===== src/rtl/npu_queue_pkg.sv =====
// Shared defaults and pointer-width helper for the CPU<->NPU queue block.
package npu_queue_pkg;

    localparam int unsigned DEF_DATA_WIDTH = 32;
    localparam int unsigned DEF_CFG_DEPTH  = 8;
    localparam int unsigned DEF_IN_DEPTH   = 8;
    localparam int unsigned DEF_OUT_DEPTH  = 8;

    function automatic int unsigned ptr_width(input int unsigned depth);
        return $clog2(depth);
    endfunction

    localparam int unsigned DEF_PTR_W = ptr_width(DEF_CFG_DEPTH);

endpackage


===== src/rtl/npu_sync_fifo.sv =====
// Synchronous first-word-fall-through FIFO with flush; flags come from the registered count only.
module npu_sync_fifo
    import npu_queue_pkg::*;
#(
    parameter  int unsigned DATA_WIDTH = DEF_DATA_WIDTH,
    parameter  int unsigned DEPTH      = DEF_CFG_DEPTH,
    localparam int unsigned PTR_W      = ptr_width(DEPTH)
) (
    input  logic                  clk_i,
    input  logic                  rst_ni,
    input  logic                  flush_i,
    input  logic                  push_i,
    input  logic [DATA_WIDTH-1:0] wdata_i,
    input  logic                  pop_i,
    output logic [DATA_WIDTH-1:0] rdata_o,
    output logic                  full_o,
    output logic                  empty_o
);

    localparam logic [PTR_W:0] FULL_CNT = (PTR_W+1)'(DEPTH);

    logic [DATA_WIDTH-1:0] mem_q [DEPTH];
    logic [PTR_W-1:0]      wptr_q, wptr_d;
    logic [PTR_W-1:0]      rptr_q, rptr_d;
    logic [PTR_W:0]        cnt_q, cnt_d;
    logic                  push_ok, pop_ok;

    assign full_o  = (cnt_q == FULL_CNT);
    assign empty_o = (cnt_q == '0);
    assign push_ok = push_i & ~full_o;
    assign pop_ok  = pop_i & ~empty_o;
    assign rdata_o = empty_o ? '0 : mem_q[rptr_q];

    always_comb begin
        wptr_d = push_ok ? wptr_q + PTR_W'(1) : wptr_q;
        rptr_d = pop_ok  ? rptr_q + PTR_W'(1) : rptr_q;
        cnt_d  = cnt_q;
        unique case ({push_ok, pop_ok})
            2'b10:   cnt_d = cnt_q + (PTR_W+1)'(1);
            2'b01:   cnt_d = cnt_q - (PTR_W+1)'(1);
            default: cnt_d = cnt_q;
        endcase
    end

    always_ff @(posedge clk_i) begin
        if (!rst_ni || flush_i) begin
            wptr_q <= '0;
            rptr_q <= '0;
            cnt_q  <= '0;
        end else begin
            wptr_q <= wptr_d;
            rptr_q <= rptr_d;
            cnt_q  <= cnt_d;
        end
    end

    // Storage is not reset; reads of an empty FIFO are masked to zero instead.
    always_ff @(posedge clk_i) begin
        if (push_ok && rst_ni && !flush_i) begin
            mem_q[wptr_q] <= wdata_i;
        end
    end

endmodule


===== src/rtl/npu_queue_interface.sv =====
// CPU<->NPU queue block: config/input FIFOs towards the NPU, output FIFO back to the CPU.
// Optional sticky error flag oNpuQueueErr enabled by defining NPU_QUEUE_ERR_EN.
module npu_queue_interface
    import npu_queue_pkg::*;
#(
    parameter int unsigned DATA_WIDTH = DEF_DATA_WIDTH,
    parameter int unsigned CFG_DEPTH  = DEF_CFG_DEPTH,
    parameter int unsigned IN_DEPTH   = DEF_IN_DEPTH,
    parameter int unsigned OUT_DEPTH  = DEF_OUT_DEPTH
) (
    input  logic                  iClk,
    input  logic                  iReset_n,
    input  logic                  iStall,
    input  logic                  iFlush,
    input  logic                  iExNpuCfgOp,
    input  logic                  iExNpuEnqOp,
    input  logic                  iExNpuDeqOp,
    input  logic [DATA_WIDTH-1:0] iExData,
    output logic [DATA_WIDTH-1:0] oDeqData,
    output logic                  oNpuConfigFull,
    output logic                  oNpuInputFull,
    output logic                  oNpuOutputEmpty,
    output logic                  oNpuCfgValid,
    output logic [DATA_WIDTH-1:0] oNpuCfgData,
    input  logic                  iNpuCfgReady,
    output logic                  oNpuInValid,
    output logic [DATA_WIDTH-1:0] oNpuInData,
    input  logic                  iNpuInReady,
    input  logic                  iNpuOutValid,
    input  logic [DATA_WIDTH-1:0] iNpuOutData,
    output logic                  oNpuOutReady
`ifdef NPU_QUEUE_ERR_EN
    ,
    output logic                  oNpuQueueErr
`endif
);

    logic cfg_push, cfg_pop, cfg_empty;
    logic in_push, in_pop, in_empty;
    logic out_push, out_pop, out_full;

    assign cfg_push = iExNpuCfgOp & ~iStall & ~oNpuConfigFull & ~iFlush;
    assign in_push  = iExNpuEnqOp & ~iStall & ~oNpuInputFull & ~iFlush;
    assign out_pop  = iExNpuDeqOp & ~iStall & ~oNpuOutputEmpty & ~iFlush;
    assign cfg_pop  = oNpuCfgValid & iNpuCfgReady & ~iFlush;
    assign in_pop   = oNpuInValid & iNpuInReady & ~iFlush;
    assign out_push = iNpuOutValid & oNpuOutReady & ~iFlush;

    assign oNpuCfgValid = ~cfg_empty;
    assign oNpuInValid  = ~in_empty;
    assign oNpuOutReady = ~out_full;

    npu_sync_fifo #(
        .DATA_WIDTH (DATA_WIDTH),
        .DEPTH      (CFG_DEPTH)
    ) u_cfg_fifo (
        .clk_i   (iClk),
        .rst_ni  (iReset_n),
        .flush_i (iFlush),
        .push_i  (cfg_push),
        .wdata_i (iExData),
        .pop_i   (cfg_pop),
        .rdata_o (oNpuCfgData),
        .full_o  (oNpuConfigFull),
        .empty_o (cfg_empty)
    );

    npu_sync_fifo #(
        .DATA_WIDTH (DATA_WIDTH),
        .DEPTH      (IN_DEPTH)
    ) u_in_fifo (
        .clk_i   (iClk),
        .rst_ni  (iReset_n),
        .flush_i (iFlush),
        .push_i  (in_push),
        .wdata_i (iExData),
        .pop_i   (in_pop),
        .rdata_o (oNpuInData),
        .full_o  (oNpuInputFull),
        .empty_o (in_empty)
    );

    npu_sync_fifo #(
        .DATA_WIDTH (DATA_WIDTH),
        .DEPTH      (OUT_DEPTH)
    ) u_out_fifo (
        .clk_i   (iClk),
        .rst_ni  (iReset_n),
        .flush_i (iFlush),
        .push_i  (out_push),
        .wdata_i (iNpuOutData),
        .pop_i   (out_pop),
        .rdata_o (oDeqData),
        .full_o  (out_full),
        .empty_o (oNpuOutputEmpty)
    );

`ifdef NPU_QUEUE_ERR_EN
    logic err_q, err_d;

    // Stalled ops are retried later, so only unstalled rejections are errors.
    always_comb begin
        err_d = err_q | (~iStall & ((iExNpuCfgOp & oNpuConfigFull) |
                                    (iExNpuEnqOp & oNpuInputFull)  |
                                    (iExNpuDeqOp & oNpuOutputEmpty)));
    end

    always_ff @(posedge iClk) begin
        if (!iReset_n || iFlush) begin
            err_q <= 1'b0;
        end else begin
            err_q <= err_d;
        end
    end

    assign oNpuQueueErr = err_q;
`endif

endmodule


===== config.mk =====
export PLATFORM = sky130hd
export DESIGN_NAME = npu_queue_interface
export DESIGN_NICKNAME = d
export VERILOG_FILES = /design/src/rtl/npu_queue_pkg.sv /design/src/rtl/npu_sync_fifo.sv /design/src/rtl/npu_queue_interface.sv
export SDC_FILE = /design/constraint.sdc
export NUM_CORES = 1
export LEC_CHECK = 0
export BUFFER_PORTS_ARGS = -buffer_cell sky130_fd_sc_hd__buf_2
export CAP_MARGIN = 15
export CORE_UTILIZATION = 45
export CTS_CLUSTER_SIZE = 25
export DETAILED_ROUTE_END_ITERATION = 8
export GPL_TIMING_DRIVEN = 1
export HOLD_SLACK_MARGIN = 0.1
export SLEW_MARGIN = 10
export SYNTH_ARGS = -nofsm -noshare
export SYNTH_HDL_FRONTEND = slang
export SYNTH_SLANG_ARGS = --single-unit

===== constraint.sdc =====
create_clock -name iClk -period 8.6 [get_ports iClk]
set_input_delay 0.86 -clock iClk [delete_from_list [all_inputs] [get_ports iClk]]
set_output_delay 0.86 -clock iClk [all_outputs]
set_load 0.05 [all_outputs]

==> qor.yml <==
finish:
  fillers: 5359
  fin_util_pct: 52.6
  final_common_cell: "edfxtp_1"
  diodes: 0
  nets: 1772
  design_area_um2: 36100
  final_layout_size_suffix_gt1_share_pct: 32.6
  layout_common_cells: "edfxtp_1 (768), mux4_2 (192), buf_2 (175), nor2_1 (127), mux2i_1 (101)"
  area_growth_pct: 15.6
pwr:
  p_leak_uw: 0.0114
  p_per_area_nw_per_um2: 224
  peakVddDrop_mv: 0.154
synthesis:
  syn_area_um2: 31200
  yosys_warnings: 0
  ys.flop_type: "edfxtp_1"
  syn_nets: 1545
  synth_top_area_cell: "edfxtp_1"
  synthArstFlopShare_pct: 0
  synth_cells: 1456
  ys_ff_latch: 807
  yosys-top-cells-area: "edfxtp_1 (74%), mux4_2 (14%), mux2i_1 (3.2%)"
  syn_avg_cell_area_um2: 21.4
  synth-seq-area-share_pct: 76.4
  synth_top_area_share_pct: 73.9
  synth_cell_type_count: 43
  synth_edf_count: 768
place:
  dp_hpwl_um: 36000
  io_buffers: 175
  globalplace.congestion: 0.720
  dp_slack_ns: 4.96
  placed_area_um2: 33300
critical_path:
  cp-start-kind: "register"
  required_ns: 7.74
  crit_fanout: 41
  r2r_cells: 12
  crit_type: "register to output pin"
  arrival_ns: 3.31
  endpoint_kind: "output pin"
clock_network:
  worstSkewPairLatency_ns: 0.63
  post_cts_resize_count: 0
  cts_tree: "yes"
  clockRootBuffer: "clkbuf_16"
  cts.htree.levels: 3
  cts_buffer_depth: 3
  clkTransAtPathRegs_ns: 0.06
  cts_sinks: 807
  cts_buffers: 84
  postCtsSetupBuffers: 0
  cts_hold_buffers: 0
route:
  num_vias: 14600
  drc: 0
  antenna_left: 0
  first_iter_violations: 1321
  first_pass_iters: 4
  viasPerCell: 5.44
  wl_per_cell_um: 24.6
  wirelength_um: 65700
floorplan:
  row_count: 96
  pin_count: 176
  die_h_um: 265
  die_area_um2: 70400
  initial_utilization_pct: 45.5
  die_x_um: 265
  core_area_um2: 68600
global_route:
  grt_pass1_vias: 15500
  antenna_found_initial: 3
  grt.total_usage_pct: 18.9
  grt_overflow: 0
  grt_first_pass_wirelength_um: 97900
  grt_max_degree: 65
sta:
  rsz0062_at_grt: "no"
  setup_tns_ns: 0
  fin_skew_ns: 0.0293
  min_period_ns: 4.17
  fmax_mhz: 240
  worst_pin_slew_ns: 1.13
  slew_headroom_pct: 24.6
  slew_viol_final: 0
  holdWs_ns: 0.473
  fin_crit_sh_pct: 48.5
  setup_violations: 0
  hold_violations: 0
  setup_slack_ns: 4.43
run_status:
  status: "completed"
worst_hold_path:
  min_path_cells: 2
  hp-class: "register to register"
run:
  drv_cap: 0
==> metal layers <==
metal | wire, µm | track usage (%)
met3 | 3200 | 3.90
met5 | 27 | 0
met2 | 33400 | 32.2
met1 | 27900 | 24.8
met4 | 1280 | 5.26
==> sequential cells by signal (all words and copies together), names as in the netlist, 4 cells and up, named ones only <==
register and count:
u_cfg_fifo.cnt_q 4, u_cfg_fifo.mem_q 256, u_in_fifo.cnt_q 4, u_in_fifo.mem_q 256, u_out_fifo.cnt_q 4, u_out_fifo.mem_q 256
==> cell families after synthesis <==
kind of cell             count (synthesis)  synth area share (%)
AO/OA/AOI/OAI                           23                 0.485
XOR/XNOR                                21                 0.589
adder cells (fa/ha/maj)                 15                 0.601
buffers and inverters                   81                  1.47
flip-flops                             807                  76.4
multiplexers                           293                  17.1
AND/OR/NAND/NOR                        216                  3.38
==> final cells by class <==
cell class                 count  area (µm²)  share of cell area (%)
clock inverter                38         458                    1.27
timing repair buffer         215        1230                    3.40
clock buffer                 111        2270                    6.28
multi-input combinational    568        7080                    19.6
inverter                       7        26.3                  0.0728
tap                          931        1160                    3.23
sequential                   807       23900                    66.1
==> power breakdown <==
| part | total (µW) | internal, µW | switching (µW) |
|---|---|---|---|
| registers | 4320 | 4310 | 6.52 |
| clock network | 3580 | 2100 | 1480 |
| logic | 183 | 47.7 | 135 |
| total | 8080 | 6460 | 1620 |
==> synthesized netlist by cell type (3+ instances only) <==
| library cell | count |
|---|---|
| clkbuf_1 | 26 |
| or3_1 | 3 |
| edfxtp_1 | 768 |
| buf_6 | 7 |
| nor2b_1 | 3 |
| nand4_1 | 7 |
| dfxtp_1 | 39 |
| nor3_1 | 3 |
| nand2b_1 | 5 |
| nor2_1 | 145 |
| mux2i_1 | 101 |
| mux4_2 | 192 |
| nand2_1 | 14 |
| or4b_4 | 3 |
| xor2_1 | 21 |
| o21ai_0 | 10 |
| nand3_1 | 9 |
| inv_1 | 6 |
| buf_2 | 20 |
| buf_4 | 21 |
| a21oi_1 | 8 |
| ha_1 | 15 |
==> through the flow <==
stage,total power (µW),cells
2_1_floorplan,4490,1456
3_3_place_gp,4580,2525
3_5_place_dp,4590,2526
4_1_cts,8160,2675
5_1_grt,8310,2677
6_report,8080,2677
==> worst paths after layout <==
check / from / slack, ns / end
setup / recovery: register / 4.43 / oNpuInData[11]
hold reg to reg: u_cfg_fifo.rptr_q[1] / 0.47 / register
setup reg to reg: u_in_fifo.cnt_q[0] / 5.78 / u_in_fifo.cnt_q[2]
hold / removal: u_cfg_fifo.rptr_q[1] / 0.47 / register
==> worst max-delay path, cell delays in order (launching register included) <==
cell	delay, ns
dfxtp_4	0.68
buf_4	0.77
mux4_2	0.59
mux2i_1	0.29
nor2_1	0.08
buf_2	0.23
Note: power is estimated with default switching activity, not from simulation.
